[config.mk]
export PLATFORM = sky130hd
export DESIGN_NAME = vga_timing_ctrl_flat
export DESIGN_NICKNAME = d
export VERILOG_FILES = /design/src/rtl/vga_timing_ctrl_if.sv /design/src/rtl/vga_timing_ctrl.sv /design/src/flat_wrapper.sv
export SDC_FILE = /design/constraint.sdc
export NUM_CORES = 1
export LEC_CHECK = 0
export BUFFER_PORTS_ARGS = -buffer_cell sky130_fd_sc_hd__buf_4
export CORE_ASPECT_RATIO = 1.25
export CORE_MARGIN = 1
export CORE_UTILIZATION = 45
export DETAILED_ROUTE_END_ITERATION = 8
export PLACE_DENSITY = 0.75
export SLEW_MARGIN = 10
export SYNTH_ARGS = -nofsm -noshare
export SYNTH_HDL_FRONTEND = slang
export SYNTH_SLANG_ARGS = --single-unit
[constraint.sdc]
create_clock -name clk -period 3 [get_ports clk]
set_input_delay 0 -clock clk [delete_from_list [all_inputs] [get_ports clk]]
set_output_delay 0 -clock clk [all_outputs]
set_load 0.01 [all_outputs]
[src/rtl/vga_timing_ctrl_if.sv]
// VGA raster bundle: scan request in, pixel strobe / syncs / DE / coordinates out.
interface vga_timing_ctrl_if;
  logic       enable;
  logic       pixel_tick;
  logic       h_sync;
  logic       v_sync;
  logic       DE;
  logic [9:0] x_pixel;
  logic [9:0] y_pixel;
  logic       line_start;
  logic       frame_start;

  modport master (
    output enable,
    input  pixel_tick, h_sync, v_sync, DE, x_pixel, y_pixel, line_start, frame_start
  );

  modport slave (
    input  enable,
    output pixel_tick, h_sync, v_sync, DE, x_pixel, y_pixel, line_start, frame_start
  );
endinterface

[src/rtl/vga_timing_ctrl.sv]
// VGA raster timing generator with a run/drain/idle FSM that only stops on a frame boundary.
// Decode is computed from next-state values and registered, so outputs change with the counters.
module vga_timing_ctrl #(
  parameter int unsigned CLK_DIV   = 4,
  parameter int unsigned H_VISIBLE = 640,
  parameter int unsigned H_FP      = 16,
  parameter int unsigned H_SYNC    = 96,
  parameter int unsigned H_BP      = 48,
  parameter int unsigned V_VISIBLE = 480,
  parameter int unsigned V_FP      = 10,
  parameter int unsigned V_SYNC    = 2,
  parameter int unsigned V_BP      = 33,
  parameter bit          SYNC_POL  = 1'b0
) (
  input  logic               clk,
  input  logic               reset,
  vga_timing_ctrl_if.slave   bus_if
);

  localparam int unsigned H_TOTAL  = H_VISIBLE + H_FP + H_SYNC + H_BP;
  localparam int unsigned V_TOTAL  = V_VISIBLE + V_FP + V_SYNC + V_BP;
  localparam int unsigned DIV_W    = (CLK_DIV > 1) ? $clog2(CLK_DIV) : 1;
  localparam int unsigned HS_START = H_VISIBLE + H_FP;
  localparam int unsigned HS_END   = HS_START + H_SYNC;
  localparam int unsigned VS_START = V_VISIBLE + V_FP;
  localparam int unsigned VS_END   = VS_START + V_SYNC;

  localparam logic [DIV_W-1:0] DIV_LAST = DIV_W'(CLK_DIV - 1);

  localparam logic [1:0] ST_IDLE  = 2'd0;
  localparam logic [1:0] ST_RUN   = 2'd1;
  localparam logic [1:0] ST_DRAIN = 2'd2;

  logic [1:0]       state_q, state_d;
  logic [DIV_W-1:0] div_q, div_d;
  logic [9:0]       h_q, h_d;
  logic [9:0]       v_q, v_d;

  logic tick_q, tick_d;
  logic hs_q, hs_d;
  logic vs_q, vs_d;
  logic de_q, de_d;
  logic ls_q, ls_d;
  logic fs_q, fs_d;

  logic tick_c, h_last_c, v_last_c, frame_end_c, scan_d_c;

  // Next-state: counter advance, FSM transitions, and output decode of the next state
  always_comb begin
    state_d = state_q;
    div_d   = div_q;
    h_d     = h_q;
    v_d     = v_q;

    tick_c      = (state_q != ST_IDLE) && (div_q == DIV_LAST);
    h_last_c    = (h_q == 10'(H_TOTAL - 1));
    v_last_c    = (v_q == 10'(V_TOTAL - 1));
    frame_end_c = tick_c && h_last_c && v_last_c;

    case (state_q)
      ST_RUN, ST_DRAIN: begin
        if (tick_c) begin
          div_d = '0;
          h_d   = h_last_c ? 10'd0 : h_q + 10'd1;
          if (h_last_c) begin
            v_d = v_last_c ? 10'd0 : v_q + 10'd1;
          end
        end else begin
          div_d = div_q + DIV_W'(1);
        end

        // A reasserted enable cancels the drain; otherwise stop once the frame completes
        if ((state_q == ST_DRAIN) && !bus_if.enable && frame_end_c) begin
          state_d = ST_IDLE;
          div_d   = '0;
          h_d     = 10'd0;
          v_d     = 10'd0;
        end else begin
          state_d = bus_if.enable ? ST_RUN : ST_DRAIN;
        end
      end
      default: begin
        div_d = '0;
        h_d   = 10'd0;
        v_d   = 10'd0;
        state_d = bus_if.enable ? ST_RUN : ST_IDLE;
      end
    endcase

    scan_d_c = (state_d != ST_IDLE);
    tick_d   = scan_d_c && (div_d == DIV_LAST);
    de_d     = scan_d_c && (h_d < 10'(H_VISIBLE)) && (v_d < 10'(V_VISIBLE));
    hs_d     = (scan_d_c && (h_d >= 10'(HS_START)) && (h_d < 10'(HS_END))) ? SYNC_POL : ~SYNC_POL;
    vs_d     = (scan_d_c && (v_d >= 10'(VS_START)) && (v_d < 10'(VS_END))) ? SYNC_POL : ~SYNC_POL;
    ls_d     = tick_d && (h_d == 10'd0);
    fs_d     = ls_d && (v_d == 10'd0);
  end

  always_ff @(posedge clk) begin
    if (reset) begin
      state_q <= ST_IDLE;
      div_q   <= '0;
      h_q     <= 10'd0;
      v_q     <= 10'd0;
      tick_q  <= 1'b0;
      hs_q    <= ~SYNC_POL;
      vs_q    <= ~SYNC_POL;
      de_q    <= 1'b0;
      ls_q    <= 1'b0;
      fs_q    <= 1'b0;
    end else begin
      state_q <= state_d;
      div_q   <= div_d;
      h_q     <= h_d;
      v_q     <= v_d;
      tick_q  <= tick_d;
      hs_q    <= hs_d;
      vs_q    <= vs_d;
      de_q    <= de_d;
      ls_q    <= ls_d;
      fs_q    <= fs_d;
    end
  end

  assign bus_if.pixel_tick  = tick_q;
  assign bus_if.h_sync      = hs_q;
  assign bus_if.v_sync      = vs_q;
  assign bus_if.DE          = de_q;
  assign bus_if.x_pixel     = h_q;
  assign bus_if.y_pixel     = v_q;
  assign bus_if.line_start  = ls_q;
  assign bus_if.frame_start = fs_q;

endmodule

[src/flat_wrapper.sv]
// flat-port wrapper written by rule: the top's interface ports become plain ports
module vga_timing_ctrl_flat 
#(
  parameter int unsigned CLK_DIV   = 4,
  parameter int unsigned H_VISIBLE = 640,
  parameter int unsigned H_FP      = 16,
  parameter int unsigned H_SYNC    = 96,
  parameter int unsigned H_BP      = 48,
  parameter int unsigned V_VISIBLE = 480,
  parameter int unsigned V_FP      = 10,
  parameter int unsigned V_SYNC    = 2,
  parameter int unsigned V_BP      = 33,
  parameter bit          SYNC_POL  = 1'b0
)
  (clk, reset, bus_if_enable, bus_if_pixel_tick, bus_if_h_sync, bus_if_v_sync, bus_if_DE, bus_if_x_pixel, bus_if_y_pixel, bus_if_line_start, bus_if_frame_start);
  vga_timing_ctrl_if bus_if_i ();
  input  logic clk;
  input  logic reset;
  input wire logic [$bits(bus_if_i.enable)-1:0] bus_if_enable;
  output wire logic [$bits(bus_if_i.pixel_tick)-1:0] bus_if_pixel_tick;
  output wire logic [$bits(bus_if_i.h_sync)-1:0] bus_if_h_sync;
  output wire logic [$bits(bus_if_i.v_sync)-1:0] bus_if_v_sync;
  output wire logic [$bits(bus_if_i.DE)-1:0] bus_if_DE;
  output wire logic [$bits(bus_if_i.x_pixel)-1:0] bus_if_x_pixel;
  output wire logic [$bits(bus_if_i.y_pixel)-1:0] bus_if_y_pixel;
  output wire logic [$bits(bus_if_i.line_start)-1:0] bus_if_line_start;
  output wire logic [$bits(bus_if_i.frame_start)-1:0] bus_if_frame_start;
  assign bus_if_i.enable = bus_if_enable;
  assign bus_if_pixel_tick = bus_if_i.pixel_tick;
  assign bus_if_h_sync = bus_if_i.h_sync;
  assign bus_if_v_sync = bus_if_i.v_sync;
  assign bus_if_DE = bus_if_i.DE;
  assign bus_if_x_pixel = bus_if_i.x_pixel;
  assign bus_if_y_pixel = bus_if_i.y_pixel;
  assign bus_if_line_start = bus_if_i.line_start;
  assign bus_if_frame_start = bus_if_i.frame_start;
  vga_timing_ctrl #(.CLK_DIV(CLK_DIV), .H_VISIBLE(H_VISIBLE), .H_FP(H_FP), .H_SYNC(H_SYNC), .H_BP(H_BP), .V_VISIBLE(V_VISIBLE), .V_FP(V_FP), .V_SYNC(V_SYNC), .V_BP(V_BP), .SYNC_POL(SYNC_POL)) u_core (.clk(clk), .reset(reset), .bus_if(bus_if_i));
endmodule
== Word level (Yosys, flattened, before mapping) ==
Index checks and enable logic that the tools add are counted.

* Register bits after elaboration: 30
* ROM bits: 0
* Output and inout bits: 26
* Input bits: 3
* Bits in latches: 0
* Memories: 0
* Memory bits (writable): 0

* Shifts and indexed selects: 0
* Reduce and logical (&&, ||, !) cells: 20
* Order comparisons: 6
* Multipliers: 0
* $add $sub $neg: 3
* Divide/modulo/power cells: 0
* Eq/ne operators: 6
* Bitwise logic cells: 0
* Multiplexer cells: 18

{| class="wikitable"
|+ Operators by type and width
! operator !! number
|-
| two-way mux 10 bit || 9
|-
| adder 10 x 1 -> 10 bit, second input constant || 2
|-
| == test 10 bit, second input constant || 2
|-
| logical NOT 10 bit || 2
|-
| less-than comparator 10 bit, second input constant || 2
|-
| less-than comparator 10 x 9 -> 1 bit, second input constant || 2
|-
| logical AND 1 bit || 14
|-
| two-way mux 2 bit || 6
|-
| greater-or-equal comparator 10 bit, second input constant || 1
|-
| greater-or-equal comparator 10 x 9 -> 1 bit, second input constant || 1
|-
| == test 2 bit, second input constant || 3
|-
| nonzero test 2 bit || 2
|-
| two-way mux 1 bit || 3
|-
| adder 2 x 1 -> 2 bit, second input constant || 1
|-
| == test 2 x 1 -> 1 bit, second input constant || 1
|-
| OR reduction 2 bit || 1
|-
| logical NOT 1 bit || 1
|}

== Longest topological paths before layout ==
Gate-level depths: netlist of the first run.

* Word-level depth: 11
* Mapped depth: 9

== Worst setup path before layout of the first run ==
OpenSTA, ideal clock, no wires.

* Kind: register to register
* Start: register u_core.h_q[0] (netlist: u_core.bus_if.x_pixel[0])
* End: register u_core.vs_q (netlist: u_core.bus_if.v_sync)
* Path slack: 282 ps
* Library setup time: 134 ps
* Buffers on the path: 0
* Cell stages (with the launch flop): 8
* Arrival time: 2584 ps
* Cell sequence: dfxtp_1 ha_1 nand4bb_4 or4_4 nor3_1 xnor2_1 a21bo_2 or4_1

* Word-level cells in the longest chain between the ends: 10

{| class="wikitable"
|+ RTL lines
! what !! RTL line !! text
|-
| start: declaration || vga_timing_ctrl.sv:36 || <nowiki>logic [9:0] h_q, h_d;</nowiki>
|-
| start signal: assignment || vga_timing_ctrl.sv:103 || <nowiki>h_q <= 10'd0;</nowiki>
|-
| start signal: assignment || vga_timing_ctrl.sv:114 || <nowiki>h_q <= h_d;</nowiki>
|-
| == test 10 bit * || vga_timing_ctrl.sv:56 || <nowiki>h_last_c = (h_q == 10'(H_TOTAL - 1));</nowiki>
|-
| logical AND 1 bit (2 in a row) || vga_timing_ctrl.sv:58 || <nowiki>frame_end_c = tick_c && h_last_c && v_last_c;</nowiki>
|-
| logical AND 1 bit || vga_timing_ctrl.sv:73 || <nowiki>if ((state_q == ST_DRAIN) && !bus_if.enable && frame_end_c) begin</nowiki>
|-
| two-way mux 10 bit or two-way mux 2 bit (tied branches) || vga_timing_ctrl.sv:73 ||
|-
| two-way mux 10 bit or two-way mux 2 bit (tied branches) || vga_timing_ctrl.sv:60 || <nowiki>case (state_q)</nowiki>
|-
| greater-or-equal comparator 10 x 9 -> 1 bit or nonzero test 2 bit (tied branches) || vga_timing_ctrl.sv:94, vga_timing_ctrl.sv:90 ||
|-
| logical AND 1 bit || vga_timing_ctrl.sv:94 || <nowiki>vs_d = (scan_d_c && (v_d >= 10'(VS_START)) && (v_d < 10'(VS_END))) ? SYNC_POL : ~SYNC_POL;</nowiki>
|-
| logical AND 1 bit * || vga_timing_ctrl.sv:94 ||
|-
| two-way mux 1 bit * || vga_timing_ctrl.sv:94 ||
|-
| end signal: assignment || vga_timing_ctrl.sv:107 || <nowiki>vs_q <= ~SYNC_POL;</nowiki>
|-
| end signal: assignment || vga_timing_ctrl.sv:118 || <nowiki>vs_q <= vs_d;</nowiki>
|-
| end: declaration || vga_timing_ctrl.sv:41 || <nowiki>logic vs_q, vs_d;</nowiki>
|}

Mark *: on every way between the ends. The rest lies on a longest branch, timed or not.
A chain may end at the register's enable or synchronous reset.

== Worst setup path after layout of the first run ==
Same ends and word-level chain as after synthesis.

==> reports/results.ini, run 1 <==
[global_routing]
grt_max_degree = 12
overflow = 0
grtUsageTotal = 0.199
antenna_found_initial = 0
grt_pass1_wl_um = 6110
grt_pass1_vias = 1363

[drt]
routed_via_density = 5.59
drt-met1-wl_um = 1620
met2_length_um = 1770
wl_um = 3680
drtIter0Drc = 52
vias = 1536
highest_layer = met4
drc_errors = 8
met3_length_um = 227
wire_per_inst_um = 13.4
antenna_left = 0
drtPass1Iterations = 8

[yosys]
syn_area_per_cell_um2 = 8.38
synth_edf_count = 0
synthArstFlopShare = 0
synth_fp_nets = 213
synth_fa_ha_area_frac = 0.0439
ys_ff_latch = 30
yosys-mux-area-fraction = 0.0242
ys.flop_type = dfxtp_1
synthSimpleGateAreaFrac = 0.340
ys_types = 45
synth_top_family_by_area = simple AND/OR/NAND/NOR gates
ys_warn_count = 0
syn-cell-area_um2 = 1710
synth_compound_area_frac = 0.0695
seq_area_frac_synth = 0.351
syn_inst = 204
synthXorXnorAreaFrac = 0.117

[sta]
fin_skew_ps = 7.11
fmax_mhz = 365
hold_viol = 0
worstMarginPinSlew_ps = 638
min_period_ps = 2740
final.setup.worst_slack_ps = 257
slew_headroom = 0.571
hold_slack_ps = 448
final_max_slew_viol_count = 0
setup_violations = 0
fin_crit_sh = 0.914
setup_tns_ps = 0
rsz0062_at_grt = no

[setup_path]
worstSetupPathType = reg -> reg
crit_path_end_kind = flip-flop
reg2reg_depth = 7
cp_max_fo = 7
arrival_ps = 2910
required_ps = 3160
critPathLaunchType = flip-flop

[placed_design]
placed_cells = 265
dp_hpwl_um = 2750
gp_congestion = 0.889
place_ws_ps = 274
portBuffers = 28

[clock_network]
clock_sink_count = 30
clock_latency_ps = 290
numCtsBuffers = 5
cts_tree = built
clk_pin_slew_worst_paths_ps = 60
cts_buffer_depth = 2
htreeDepth = 2
cts-root-buf = clkbuf_8

[outcome]
status = finished, violations left
violations = design-rule violations

[power]
power.leakage_nw = 0.812
power_density_nw_per_um2 = 399
max-vdd-ir-drop_v = 0.000281

[floorplan]
coreArea_um2 = 3570
io-pin-count = 29
die_y_um = 70.9
start_util = 0.478
die_x_um = 57.1
std_cell_rows = 24
dieArea_um2 = 4050

[run]
maxCapViolCount = 0

[final_layout]
fillerInstances = 333
layout-drive-gt1-share = 0.208
instances_no_fill = 275
diodes = 0
fin_nets = 244
post-route-util = 0.584
area_growth_pct = 22.1

[hold_path]
worstHoldPathCells = 3
hp-class = in -> reg

## cell usage in the layout (no fill, tap or decap), drive strengths merged, types with 2 or more instances in the layout
master | netlist | layout
o31ai | 2 | 2
or3 | 4 | 4
nand2 | 17 | 17
xnor2 | 16 | 16
a31oi | 2 | 2
nand3b | 3 | 3
clkinv | 0 | 2
mux2i | 3 | 3
nand4b | 4 | 4
xor2 | 6 | 6
nand4 | 6 | 6
nor2 | 27 | 27
a21oi | 2 | 2
nor4 | 6 | 6
nor2b | 5 | 5
and3b | 2 | 2
dlygate4sd3 | 0 | 2
inv | 12 | 12
clkbuf | 8 | 5
dfxtp | 30 | 30
nor3 | 8 | 8
o21ai | 3 | 3
or4 | 4 | 4
nand3 | 9 | 9
buf | 3 | 33
ha | 6 | 6
## cell usage after synthesis, types with 2 or more instances
library cell | number | share of area
a21oi_1 | 2 | 0.0059
a31oi_1 | 2 | 0.0073
and3b_1 | 2 | 0.010
buf_2 | 3 | 0.0088
clkbuf_1 | 6 | 0.013
clkbuf_2 | 2 | 0.0059
dfxtp_1 | 30 | 0.35
ha_1 | 6 | 0.044
inv_1 | 12 | 0.026
mux2i_1 | 3 | 0.018
nand2_1 | 17 | 0.037
nand3_1 | 9 | 0.026
nand3b_1 | 3 | 0.013
nand4_1 | 6 | 0.022
nand4b_1 | 3 | 0.015
nor2_1 | 27 | 0.059
nor2b_1 | 5 | 0.018
nor3_1 | 8 | 0.023
nor4_1 | 6 | 0.022
o21ai_0 | 3 | 0.0088
o31ai_1 | 2 | 0.0088
or3_1 | 3 | 0.011
or4_1 | 3 | 0.013
xnor2_1 | 15 | 0.077
xor2_1 | 6 | 0.031
## path summary, 6_finish.rpt
path	from	endpoint	slack, ps
min reg2reg	u_core.div_q[0]$_SDFF_PP0_	u_core.div_q[0]$_SDFF_PP0_	470
max	u_core.bus_if.x_pixel[0]$_SDFF_PP0_	u_core.bus_if.v_sync$_SDFF_PP1_	260
min	bus_if_enable	u_core.state_q[1]$_SDFF_PP0_	450
max reg2reg	u_core.bus_if.x_pixel[0]$_SDFF_PP0_	u_core.bus_if.v_sync$_SDFF_PP1_	260
## registers in the layout, summed over array words and instances, names as in the netlist
register                   cells
u_core.bus_if.DE               1
u_core.bus_if.frame_start      1
u_core.bus_if.h_sync           1
u_core.bus_if.line_start       1
u_core.bus_if.pixel_tick       1
u_core.bus_if.v_sync           1
u_core.bus_if.x_pixel         10
u_core.bus_if.y_pixel         10
u_core.div_q                   2
u_core.state_q                 2
## worst max-delay path, stage by stage, from the launching register on
cell and delay (ps):
dfxtp_1 440, ha_1 300, nand4bb_4 170, or4_4 540
or3_4 410, xnor2_2 160, nand3_1 90, or4_1 510
## cells by family after synthesis
logic type | count (synthesis)
XOR/XNOR | 22
AND/OR/NAND/NOR | 102
flip-flops | 30
adder cells (fa/ha/maj) | 6
multiplexers | 4
AO/OA/AOI/OAI | 17
buffers and inverters | 23
## timing repair
action,CTS,global route
hold endpoints to repair,3,0
hold buffers,2,0
resized for setup,0,0
setup buffers,0,0
## cell type report
type / count / area (um^2) / area share
inverter: 12 / 45.0 / 0.0216
timing repair buffer: 35 / 268 / 0.128
sequential: 30 / 601 / 0.288
multi-input combinational: 151 / 1020 / 0.487
clock buffer: 5 / 68.8 / 0.0330
clock inverter: 3 / 40.0 / 0.0192
tap: 39 / 48.8 / 0.0234
## where the power goes
part	internal [mW]	total, mW	switching (mW)
logic	0.0133	0.0319	0.0186
clock network	0.244	0.397	0.153
registers	0.402	0.404	0.00153
total	0.660	0.833	0.173
## per-stage QoR
stage                     total power [mW]  cell area [um^2]
final                                0.833              2090
after global routing                 0.860              2090
after CTS                            0.840              2090
after detailed placement             0.443              1960
after global placement               0.442              1960
after floorplan                      0.431              1710
## routing by layer
layer	vias to the layer above	GRT usage
met5	-	0
met4	0	0.0976
met3	5	0.0603
met2	57	0.324
met1	698	0.236
li1	776	-
No activity file was read; power rests on OpenSTA's default activity.
==> run 2, diff against run 1 <==
==> constraint.sdc (replaced) <==
create_clock -name clk -period 3 [get_ports clk]
set_input_delay 0.3 -clock clk [delete_from_list [all_inputs] [get_ports clk]]
set_output_delay 0.3 -clock clk [all_outputs]
set_load 0.01 [all_outputs]
==> run 2 against run 1 <==
The run still ends with design-rule violations left. Cell count down 0.73%. Critical path depth unchanged. Non-clock buffer count down 2. Power down 0.30%. Worst setup slack better by 8.4 ps. Hold slack worse by 250 ps. First-iteration DRC count up 5.8%. Sequential power about the same. Global-route usage about the same. Highest routed layer unchanged.
==> reports/results.ini, run 2 (synthesized netlist as in run 1, its figures left out) <==
[final_layout]
final_cell_mix = 33 x buf_4, 30 x dfxtp_1, 27 x nor2_1
layout-drive-gt1-share = 0.209
finish.instance_area_um2 = 2070
diodes = 0
fillerInstances = 332
instances_no_fill = 273
area_growth_pct = 20.9
fin_nets = 242
layout_commonest_cell = buf_4

[clock_network]
clk_pin_slew_worst_paths_ps = 60
clock_latency_ps = 290
post_cts_resize_count = 0
cts_tree = built
numCtsBuffers = 5
cts_buffer_depth = 2
cts-root-buf = clkbuf_8
clock_sink_count = 30
htreeDepth = 2
post_cts_buffers = 0
hold_buffers = 0

[sta]
min_period_ps = 2730
setup_violations = 0
slew_headroom = 0.548
worstMarginPinSlew_ps = 671
setup_tns_ps = 0
fin_skew_ps = 7.25
rsz0062_at_grt = no
fmax_mhz = 366
hold_viol = 0
final_max_slew_viol_count = 0
fin_crit_sh = 0.912
final.setup.worst_slack_ps = 265

[global_routing]
grt_max_degree = 12
antenna_found_initial = 0
grt_pass1_wl_um = 6090
overflow = 0
grt_pass1_vias = 1351
grtUsageTotal = 0.198

[setup_path]
worstPathCellList = ha_1 > nand4bb_4 > or4_4 > nor3_1 > xnor2_1 > a21bo_2 > or4_1
cp_max_fo = 7
path_buf_inv = 0
cp_top_family = simple AND/OR/NAND/NOR gates
worstSetupPathType = reg -> reg
arrival_ps = 2900
crit_path_end_kind = flip-flop
critPathLaunchType = flip-flop
required_ps = 3160
slowest_stage = or4_4
max_stage_delay_ps = 540

[drt]
met3_length_um = 252
drtIter0Drc = 55
met2_length_um = 1760
routed_via_density = 5.62
vias = 1533
drt-met1-wl_um = 1580
wl_um = 3640
antenna_left = 0
wire_per_inst_um = 13.3
drc_errors = 8
drtPass1Iterations = 6
highest_layer = met4

[placed_design]
portBuffers = 28
place_ws_ps = 274
placed_cells = 265
dp_hpwl_um = 2750
gp_congestion = 0.889
placed_area_um2 = 1960

[floorplan]
dieArea_um2 = 4050
coreArea_um2 = 3570
start_util = 0.478
io-pin-count = 29
die_y_um = 70.9
std_cell_rows = 24
die_x_um = 57.1

[run]
maxCapViolCount = 0

[outcome]
status = finished, violations left
violations = design-rule violations

[power]
max-vdd-ir-drop_v = 0.000279
power.leakage_nw = 0.804
power_density_nw_per_um2 = 402

[hold_path]
hp-class = in -> reg

run 2: cell count changes in the layout (fill, tap and decap cells not counted):
cell | previous run | this run
dlygate4sd3_1 | 2 | 0
run 2: worst paths after layout:
| path | depth (start not counted) | end | slack [ps] | from |
|---|---|---|---|---|
| worst max-delay path | 7 | u_core.bus_if.v_sync$_SDFF_PP1_ | 270 | u_core.bus_if.x_pixel[0]$_SDFF_PP0_ |
| worst min register to register | 1 | u_core.div_q[0]$_SDFF_PP0_ | 470 | u_core.div_q[0]$_SDFF_PP0_ |
| worst max register to register | 7 | u_core.bus_if.v_sync$_SDFF_PP1_ | 270 | u_core.bus_if.x_pixel[0]$_SDFF_PP0_ |
| worst min-delay path | 2 | u_core.state_q[1]$_SDFF_PP0_ | 200 | bus_if_enable |
run 2: metal layers:
| layer | vias to the layer above | global-route usage |
|---|---|---|
| met1 | 700 | 0.236 |
| met3 | 5 | 0.0603 |
| met2 | 55 | 0.323 |
| met4 | 0 | 0.0976 |
| met5 | - | 0 |
| li1 | 773 | - |
run 2: final cells by class:
type,instances,area (um^2),area share
Inverter,12,45.0,0.0218
Clock buffer,5,68.8,0.0333
Timing Repair Buffer,33,248,0.120
Multi-Input combinational cell,151,1020,0.492
Sequential cell,30,601,0.291
Clock inverter,3,40.0,0.0194
Tap cell,39,48.8,0.0236
run 2: power by group:
group,leakage [nW],switching [mW],internal [mW],total (mW)
clock network,0.0579,0.153,0.244,0.397
logic,0.503,0.0183,0.0116,0.0299
registers,0.243,0.00150,0.402,0.404
total,0.804,0.173,0.658,0.830
run 2: metrics by stage:
step | power [mW] | hold WS, ps | util
3_3_place_gp | 0.442 | 441 | 0.548
5_1_grt | 0.858 | 211 | 0.578
2_1_floorplan | 0.431 | 372 | -
6_report | 0.830 | 202 | 0.578
3_5_place_dp | 0.443 | 455 | 0.548
4_1_cts | 0.838 | 196 | 0.578
